--- src/rtl/fp32_pkg.sv ---
// rtl/fp32_pkg.sv - shared FP32 datapath types and field constants
// Contents: FSM state enum, IEEE-754 binary32 field constants, flag bit
// indices and the unpacked-operand record produced by fp32_unpack.
package fp32_pkg;

    typedef enum logic [2:0] {
        IDLE   = 3'd0,
        UNPACK = 3'd1,
        DIVIDE = 3'd2,
        ROUND  = 3'd3,
        DONE   = 3'd4
    } state_t;

    localparam int          EXP_BIAS = 127;
    localparam int          EXP_MAX  = 255;
    localparam logic [31:0] QNAN     = 32'h7FC0_0000;
    localparam logic [31:0] POS_INF  = 32'h7F80_0000;

    // bit positions inside flags = {invalid, div_by_zero, overflow, underflow, inexact}
    localparam int FLAG_INVALID   = 4;
    localparam int FLAG_DIV_ZERO  = 3;
    localparam int FLAG_OVERFLOW  = 2;
    localparam int FLAG_UNDERFLOW = 1;
    localparam int FLAG_INEXACT   = 0;

    typedef struct packed {
        logic        sign;
        logic [7:0]  exp;
        logic [23:0] sig;
        logic        is_zero;
        logic        is_inf;
        logic        is_nan;
    } fp_unpacked_t;

endpackage

--- src/rtl/fp32_seq_divider_if.sv ---
// rtl/fp32_seq_divider_if.sv - start/busy/done operand and result bundle for the FP32 divider
// Signals: start, a, b (requester -> divider); busy, done, result and, when
// FP32DIV_FLAGS_EN is defined, flags (divider -> requester).
// Modports: master = requester side, slave = divider side.
interface fp32_seq_divider_if;

    logic        start;
    logic [31:0] a;
    logic [31:0] b;
    logic        busy;
    logic        done;
    logic [31:0] result;

`ifdef FP32DIV_FLAGS_EN
    logic [4:0]  flags;

    modport master (output start, a, b, input busy, done, result, flags);
    modport slave  (input start, a, b, output busy, done, result, flags);
`else
    modport master (output start, a, b, input busy, done, result);
    modport slave  (input start, a, b, output busy, done, result);
`endif

endinterface

--- src/rtl/fp32_unpack.sv ---
// rtl/fp32_unpack.sv - combinational binary32 field extraction and classification
// Ports: x (binary32 operand in), u (fp_unpacked_t out).
// Exponent 0 is classified as zero whatever the fraction holds, so
// subnormals are flushed here and never reach the arithmetic.
module fp32_unpack
    import fp32_pkg::*;
(
    input  logic [31:0]  x,
    output fp_unpacked_t u
);

    logic exp_zero;
    logic exp_ones;
    logic frac_zero;

    always_comb begin
        exp_zero  = (x[30:23] == 8'h00);
        exp_ones  = (x[30:23] == 8'(EXP_MAX));
        frac_zero = (x[22:0] == 23'h0);

        u.sign    = x[31];
        u.exp     = x[30:23];
        u.sig     = {1'b1, x[22:0]};
        u.is_zero = exp_zero;
        u.is_inf  = exp_ones && frac_zero;
        u.is_nan  = exp_ones && !frac_zero;
    end

endmodule

--- src/rtl/fp32_seq_divider.sv ---
// rtl/fp32_seq_divider.sv - iterative IEEE-754 binary32 divider, result = a / b
// Ports: clk, rst_n (synchronous, active-low), bus (fp32_seq_divider_if.slave:
// start, a, b, busy, done, result, optional flags).
// Parameter RADIX_LOG2 (1 or 2): quotient bits retired per DIVIDE cycle.
// Macro FP32DIV_FLAGS_EN: when defined, the flags output and its registers exist.
// Restoring division of 26 quotient bits (24 significand + guard + round),
// round-to-nearest-even, subnormal inputs and results flushed to zero.
module fp32_seq_divider
    import fp32_pkg::*;
#(
    parameter int RADIX_LOG2 = 1
)(
    input  logic               clk,
    input  logic               rst_n,
    fp32_seq_divider_if.slave  bus
);

    localparam int                 N      = 26 / RADIX_LOG2;
    localparam logic [4:0]         LAST   = 5'(N - 1);
    localparam logic signed [9:0]  BIAS10 = 10'(EXP_BIAS);
    localparam logic signed [9:0]  MAX10  = 10'(EXP_MAX);

    state_t state_q, state_d;

    logic [31:0]        a_q, b_q;
    fp_unpacked_t       ua, ub;

    logic               sign_q;
    logic signed [9:0]  exp_q;
    logic [23:0]        div_q;
    logic [25:0]        rem_q;
    logic [25:0]        quo_q;
    logic [4:0]         cnt_q;
    logic [31:0]        result_q;

    fp32_unpack u_unpack_a (.x(a_q), .u(ua));
    fp32_unpack u_unpack_b (.x(b_q), .u(ub));

    // ---------------- special operands and normal setup (UNPACK) ----------------
    logic               sign_ab;
    logic               is_special;
    logic [31:0]        special_res;
    logic               ma_lt;
    logic signed [9:0]  exp_init;
    logic [25:0]        rem_init;
`ifdef FP32DIV_FLAGS_EN
    logic [4:0]         special_flags;
`endif

    always_comb begin
        sign_ab     = ua.sign ^ ub.sign;
        is_special  = 1'b1;
        special_res = QNAN;
`ifdef FP32DIV_FLAGS_EN
        special_flags = '0;
`endif
        if (ua.is_nan || ub.is_nan || (ua.is_zero && ub.is_zero) || (ua.is_inf && ub.is_inf)) begin
            special_res = QNAN;
`ifdef FP32DIV_FLAGS_EN
            special_flags[FLAG_INVALID] = 1'b1;
`endif
        end else if (ub.is_zero && !ua.is_inf) begin
            special_res = POS_INF | {sign_ab, 31'h0};
`ifdef FP32DIV_FLAGS_EN
            special_flags[FLAG_DIV_ZERO] = 1'b1;
`endif
        end else if (ua.is_inf) begin
            // inf / finite, including inf / 0, is a quiet signed infinity
            special_res = POS_INF | {sign_ab, 31'h0};
        end else if (ub.is_inf || ua.is_zero) begin
            special_res = {sign_ab, 31'h0};
        end else begin
            is_special = 1'b0;
        end

        // Pre-shift the dividend so the quotient lands in [1,2): the first
        // quotient bit retired is then always the integer 1.
        ma_lt    = (ua.sig < ub.sig);
        exp_init = $signed({2'b00, ua.exp}) - $signed({2'b00, ub.exp}) + BIAS10
                   - (ma_lt ? 10'sd1 : 10'sd0);
        rem_init = ma_lt ? {1'b0, ua.sig, 1'b0} : {2'b00, ua.sig};
    end

    // ---------------- restoring division step(s) (DIVIDE) ----------------
    // The remainder stays below 2*divisor < 2^25, so 26 bits never overflow.
    logic [25:0] step_rem;
    logic [25:0] step_quo;

    always_comb begin
        step_rem = rem_q;
        step_quo = quo_q;
        for (int i = 0; i < RADIX_LOG2; i++) begin
            if (step_rem >= {2'b00, div_q}) begin
                step_rem = step_rem - {2'b00, div_q};
                step_quo = {step_quo[24:0], 1'b1};
            end else begin
                step_quo = {step_quo[24:0], 1'b0};
            end
            step_rem = {step_rem[24:0], 1'b0};
        end
    end

    // ---------------- round to nearest even and range check (ROUND) ----------------
    // quo_q[25] integer bit, [24:2] fraction, [1] guard, [0] round.
    logic               guard_bit;
    logic               round_bit;
    logic               sticky_bit;
    logic               round_up;
    logic [24:0]        sig_r;
    logic signed [9:0]  exp_r;
    logic [22:0]        frac_r;
    logic [31:0]        round_res;
`ifdef FP32DIV_FLAGS_EN
    logic [4:0]         round_flags;
`endif

    always_comb begin
        guard_bit  = quo_q[1];
        round_bit  = quo_q[0];
        sticky_bit = |rem_q;
        round_up   = guard_bit && (round_bit || sticky_bit || quo_q[2]);
        sig_r      = {1'b0, quo_q[25:2]} + {24'h0, round_up};
        // carry out of the significand: value became exactly 2.0
        exp_r      = exp_q + (sig_r[24] ? 10'sd1 : 10'sd0);
        frac_r     = sig_r[24] ? sig_r[23:1] : sig_r[22:0];
`ifdef FP32DIV_FLAGS_EN
        round_flags = '0;
        round_flags[FLAG_INEXACT] = guard_bit || round_bit || sticky_bit;
`endif
        if (exp_r >= MAX10) begin
            round_res = POS_INF | {sign_q, 31'h0};
`ifdef FP32DIV_FLAGS_EN
            round_flags[FLAG_OVERFLOW] = 1'b1;
            round_flags[FLAG_INEXACT]  = 1'b1;
`endif
        end else if (exp_r <= 10'sd0) begin
            round_res = {sign_q, 31'h0};
`ifdef FP32DIV_FLAGS_EN
            round_flags[FLAG_UNDERFLOW] = 1'b1;
            round_flags[FLAG_INEXACT]   = 1'b1;
`endif
        end else begin
            round_res = {sign_q, exp_r[7:0], frac_r};
        end
    end

    // ---------------- FSM ----------------
    always_comb begin
        state_d = state_q;
        case (state_q)
            IDLE:    if (bus.start) state_d = UNPACK;
            UNPACK:  state_d = is_special ? DONE : DIVIDE;
            DIVIDE:  if (cnt_q == LAST) state_d = ROUND;
            ROUND:   state_d = DONE;
            DONE:    state_d = IDLE;
            default: state_d = IDLE;
        endcase
    end

    always_ff @(posedge clk) begin
        if (!rst_n) begin
            state_q  <= IDLE;
            result_q <= 32'h0;
            cnt_q    <= 5'd0;
        end else begin
            state_q <= state_d;
            case (state_q)
                IDLE: begin
                    if (bus.start) begin
                        a_q <= bus.a;
                        b_q <= bus.b;
                    end
                end
                UNPACK: begin
                    if (is_special) begin
                        result_q <= special_res;
                    end else begin
                        sign_q <= sign_ab;
                        exp_q  <= exp_init;
                        div_q  <= ub.sig;
                        rem_q  <= rem_init;
                        quo_q  <= 26'h0;
                        cnt_q  <= 5'd0;
                    end
                end
                DIVIDE: begin
                    rem_q <= step_rem;
                    quo_q <= step_quo;
                    cnt_q <= cnt_q + 5'd1;
                end
                ROUND:   result_q <= round_res;
                default: ;
            endcase
        end
    end

`ifdef FP32DIV_FLAGS_EN
    logic [4:0] flags_q;

    always_ff @(posedge clk) begin
        if (!rst_n) begin
            flags_q <= 5'h0;
        end else if (state_q == UNPACK && is_special) begin
            flags_q <= special_flags;
        end else if (state_q == ROUND) begin
            flags_q <= round_flags;
        end
    end

    assign bus.flags = flags_q;
`endif

    assign bus.busy   = (state_q != IDLE);
    assign bus.done   = (state_q == DONE);
    assign bus.result = result_q;

endmodule

--- src/flat_wrapper.sv ---
// flat-port wrapper written by rule: the top's interface ports become plain ports
module fp32_seq_divider_flat import fp32_pkg::*;
#(
    parameter int RADIX_LOG2 = 1
)
  (clk, rst_n, bus_start, bus_a, bus_b, bus_busy, bus_done, bus_result);
  fp32_seq_divider_if bus_i ();
  input  logic clk;
  input  logic rst_n;
  input wire logic [$bits(bus_i.start)-1:0] bus_start;
  input wire logic [$bits(bus_i.a)-1:0] bus_a;
  input wire logic [$bits(bus_i.b)-1:0] bus_b;
  output wire logic [$bits(bus_i.busy)-1:0] bus_busy;
  output wire logic [$bits(bus_i.done)-1:0] bus_done;
  output wire logic [$bits(bus_i.result)-1:0] bus_result;
  assign bus_i.start = bus_start;
  assign bus_i.a = bus_a;
  assign bus_i.b = bus_b;
  assign bus_busy = bus_i.busy;
  assign bus_done = bus_i.done;
  assign bus_result = bus_i.result;
  fp32_seq_divider #(.RADIX_LOG2(RADIX_LOG2)) u_core (.clk(clk), .rst_n(rst_n), .bus(bus_i));
endmodule
--- config.mk ---
export PLATFORM = sky130hd
export DESIGN_NAME = fp32_seq_divider_flat
export DESIGN_NICKNAME = d
export VERILOG_FILES = /design/src/rtl/fp32_pkg.sv /design/src/rtl/fp32_seq_divider_if.sv /design/src/rtl/fp32_unpack.sv /design/src/rtl/fp32_seq_divider.sv /design/src/flat_wrapper.sv
export SDC_FILE = /design/constraint.sdc
export NUM_CORES = 1
export LEC_CHECK = 0
export CAP_MARGIN = 20
export CELL_PAD_IN_SITES_DETAIL_PLACEMENT = 0
export CELL_PAD_IN_SITES_GLOBAL_PLACEMENT = 1
export CORE_MARGIN = 2
export CORE_UTILIZATION = 30
export CTS_CLUSTER_DIAMETER = 50
export DETAILED_ROUTE_END_ITERATION = 7
export PLACE_DENSITY = 0.55
export SLEW_MARGIN = 25
export SYNTH_ARGS = -nofsm -noshare
export SYNTH_HDL_FRONTEND = slang
export SYNTH_SLANG_ARGS = --single-unit
export TNS_END_PERCENT = 1
--- constraint.sdc ---
create_clock -name clk -period 12.4 [get_ports clk]
set_clock_uncertainty 0.15 [all_clocks]
set_input_delay 2.48 -clock clk [delete_from_list [all_inputs] [get_ports clk]]
set_output_delay 2.48 -clock clk [all_outputs]
set_load 0.02 [all_outputs]
==> summary.md <==
| Metric | Value |
|---|---|
| Pwr Total | `approximately 1800 uW` |
| CP Launch Point | `u_core.quo_q[2]` |
| Worst Path Arrival | `4.88 ns` |
| Worst flop-to-flop path endpoint | `u_core.bus.result[1]` |
| Largest net degree at the start of global routing | `65` |
| I/O pin count | `approximately 100` |
| Switching share of power | `0.2977` |
| Max clock buf depth | `2` |
| Most common cell in the netlist | `edfxtp_1` |
| Period minus WS final | `approximately 4.7 ns` |
| First-pass GRT wire length | `about 42000 um` |
| Delay-heaviest family, CP | `simple AND/OR/NAND/NOR gates` |
| Cell count after synthesis | `a little under 1000` |
| Final Hold Viols | `0` |
| CP Launch Type | `flop` |
| Setup Fix Bufs, Post-CTS | `0` |
| Relative slew margins | `0.4271` |
| CTS Root Buffer Type | `clkbuf_16` |
| Outcome | `finished clean` |
| DRT Wirelength | `approximately 26000 um` |
| Starting density of the core | `0.3052` |
| Post-synth top area cell | `edfxtp_1` |
| Layout cells sized above 1 | `0.05910` |
| PostCTS Resize Cnt | `0` |
| Port Buffer Count | `100` |
| Slew @ Worst Pin | `between 0.8 and 0.9 ns` |
| Num CTS Buffers | `17` |
| Hold Slack | `0.2992 ns` |
| Drt pass-1 iters | `5` |
| DR WL/cell | `between 15 and 20 um` |
| Worst-path clk slew | `0.08 ns` |
| Met3 GRT Util | `0.02882` |
| Count of state elements after synthesis | `190` |
| Critical path buffer and inverter count | `1` |
| CP dominant cell by count | `ha_1` |
| Sw power | `~540 uW` |
| Layout Utilization | `0.3666` |
| Avg Inst Size Synth | `10.94 um^2` |
| Worst path depth | `16` |
| R2R cell count | `16` |
| Combinational Power Share | `0.231` |
| Largest stage delay, worst path | `between 0.4 and 0.5 ns` |
| Post-route ant nets | `0` |
| Die width | `around 190 um` |
| Post-synth top area share | `0.4273` |
| Placer's final routability congestion estimate | `around 0.78` |
| GRT Total Usage | `0.1490` |
| H-tree levels | `4` |
| Residual DRC count | `0` |
| Part of the power in registers | `0.446` |
| RR Startpoint | `u_core.quo_q[2]` |
| GRT Residual Overflow | `0` |
| Row count | `68` |
| CP endpoint kind | `flop` |
| Syn_nets | `1100` |
| Unrepaired setup endpoints after global routing | `no` |
| Area Overhead vs Synth | `20.12%` |
| Die area | `between 30000 and 40000 um^2` |
| Post-Synthesis Cell Area | `about 11000 um^2` |
| Min-delay worst type | `reg2reg` |
| Post-CTS Hold Buffers | `0` |
| CP endpoint | `u_core.bus.result[1]` |
| Seq/Total Area, Yosys | `0.5033` |
| Number of synthesized flops with an enable pin | `150` |
| CP required | `between 10 and 15 ns` |
| Internal power | `1271 uW` |
| Asr flop ratio synth | `0` |
| Ant diodes | `0` |
| Die Span Y | `191.5 um` |
| Main synth FF type | `edfxtp_1` |
| CTS tree | `done` |
| Number of global-route vias before repair | `7562` |
| Core area | `about 35000 um^2` |
| Synth top cells by count | `edfxtp_1, inv_1, nand2_1, ha_1, mux2i_1` |
| Max Cap Violations | `0` |
| 1st-iter DRT viols | `~440` |
| Pwr/cell area | `roughly 140 nW/um^2` |
| Clock Latency Late Sink | `0.45 ns` |
| Slowest stage cell, crit path | `edfxtp_1` |
| Clk pwr share | `0.323` |
| Timing-limited maximum frequency | `around 210 MHz` |
| Worst reg-to-reg setup slack | `about 7.7 ns` |
| Met2 usage | `0.2259` |
| Gr busiest metal | `met2` |
| Fill cells | `3469` |
| Antenna violations before repair | `0` |
| CP Class | `reg2reg` |
| Setup TNS | `0 ns` |
| Synth area leaders | `edfxtp_1, ha_1, dfxtp_1` |
| Critical-path maximum fanout | `10` |
| DR vias | `between 7000 and 8000` |
| Nets | `roughly 1200` |
| Yosys Warn Count | `0` |
| Final setup vio count | `0` |
| Largest vdd supply drop | `just over 0.0001 V` |
| Final Cycle Share | `0.3756` |
| Leak Pwr | `0.005058 uW` |
| CTS sink cnt | `190` |
| Vias per cell | `approximately 4.8` |
| Post-DP HPWL | `roughly 20000 um` |
| Worst path cell trace | `and2_1, ha_1, and3_1, and4_1, and3_1, nand2_1, inv_1, ha_1, ha_1, nand2_1, or3_1, xnor2_1, a41o_1, nor3_4, nand3_1, o21ai_0` |
| Post-synthesis cell type count | `74` |
| Max-slew violations | `0` |
| Met1 usage | `0.2153` |
## state kept, by name (all words and copies together), names as in the netlist
| register | cells |
|---|---|
| u_core.cnt_q | 5 |
| u_core.sign_q | 1 |
| u_core.quo_q | 26 |
| u_core.a_q | 32 |
| u_core.bus.result | 32 |
| u_core.b_q | 32 |
| u_core.rem_q | 26 |
| u_core.div_q | 23 |
| u_core.state_q | 3 |
| u_core.exp_q | 10 |
## cell type report
type	instances	area (um^2)	share of cell area
Clock inverter	14	182.7	0.01443
Tap cell	455	569.3	0.04496
Sequential cell	190	5305	0.4190
Inverter	83	311.5	0.02460
Multi-Input combinational cell	669	4786	0.3780
Timing Repair Buffer	109	1069	0.08439
Clock buffer	18	439.2	0.03468
## worst min-delay path by stage
stage | from | end | slack [ns] | cells after the start
2_1_floorplan | u_core.cnt_q[4] | u_core.cnt_q[4] | 0.27 | 1
3_3_place_gp | u_core.bus.result[19] | u_core.bus.result[19] | 0.29 | 2
3_5_place_dp | u_core.bus.result[19] | u_core.bus.result[19] | 0.29 | 2
4_1_cts | u_core.bus.result[15] | u_core.bus.result[15] | 0.30 | 2
5_1_grt | u_core.bus.result[19] | u_core.bus.result[19] | 0.32 | 2
6_report | u_core.bus.result[15] | u_core.bus.result[15] | 0.30 | 2
## logic make-up (layout without fill, tap and decap cells)
logic type | after synthesis | count (layout) | synth area share
buffers and inverters | 105 | 224 | 0.04356
adder cells (fa/ha/maj) | 69 | 69 | 0.08404
multiplexers | 54 | 54 | 0.05139
AND/OR/NAND/NOR | 287 | 287 | 0.1453
XOR/XNOR | 58 | 58 | 0.04819
flip-flops | 190 | 190 | 0.5033
AO/OA/AOI/OAI | 201 | 201 | 0.1243
## routing by layer
layer	wire, um	up-vias
met3	795	18
met2	11390	124
met4	321	0
met1	13510	3489
met5	0	-
li1	-	3771
## worst min-delay path, cell delays in order (launching register included)
cell and delay, ns:
dfxtp_1 0.31, nand2_1 0.05, o21ai_1 0.05
## placed cells by master, fill, tap and decap left out, types with 5 or more instances in the layout
cell type | Yosys | layout
o31ai_1 | 5 | 5
edfxtp_1 | 150 | 150
a31oi_1 | 8 | 8
clkbuf_16 | 0 | 17
buf_4 | 1 | 9
and2_1 | 13 | 12
xnor2_1 | 37 | 37
nand2b_1 | 7 | 7
ha_1 | 66 | 66
clkdlybuf4s50_1 | 0 | 100
nor4_1 | 21 | 21
mux2i_1 | 53 | 53
a21o_1 | 15 | 15
and4_1 | 6 | 6
inv_1 | 83 | 83
o21bai_1 | 6 | 6
o21ai_1 | 5 | 5
nor2b_1 | 9 | 9
nand4_1 | 15 | 15
o21a_1 | 5 | 5
dfxtp_1 | 40 | 40
and3_1 | 36 | 36
xor2_1 | 21 | 21
a21boi_0 | 12 | 12
nand3_1 | 23 | 23
nor2_1 | 43 | 42
a21oi_1 | 47 | 47
a211oi_1 | 5 | 5
o21ai_0 | 51 | 51
nand2_1 | 75 | 75
o211ai_1 | 11 | 11
nor3_1 | 9 | 9
## power groups by stage
stage / Combinational (uW) / Sequential [uW] / Clock, uW
floorplan: 305 / 812 / 0
global placement: 421 / 822 / 0
detailed placement: 420 / 822 / 0
CTS: 423 / 808 / 603
global route: 473 / 815 / 628
finish: 417 / 807 / 585
## metrics by stage
stage | instance area, um^2 | cells | setup slack, ns
2_1_floorplan | 10540 | 964 | 6.104
3_3_place_gp | 12040 | 1506 | 7.580
3_5_place_dp | 12040 | 1506 | 7.545
4_1_cts | 12660 | 1538 | 7.671
5_1_grt | 12660 | 1538 | 7.287
6_report | 12660 | 1538 | 7.743
Note: power is estimated with default switching activity, not from simulation.
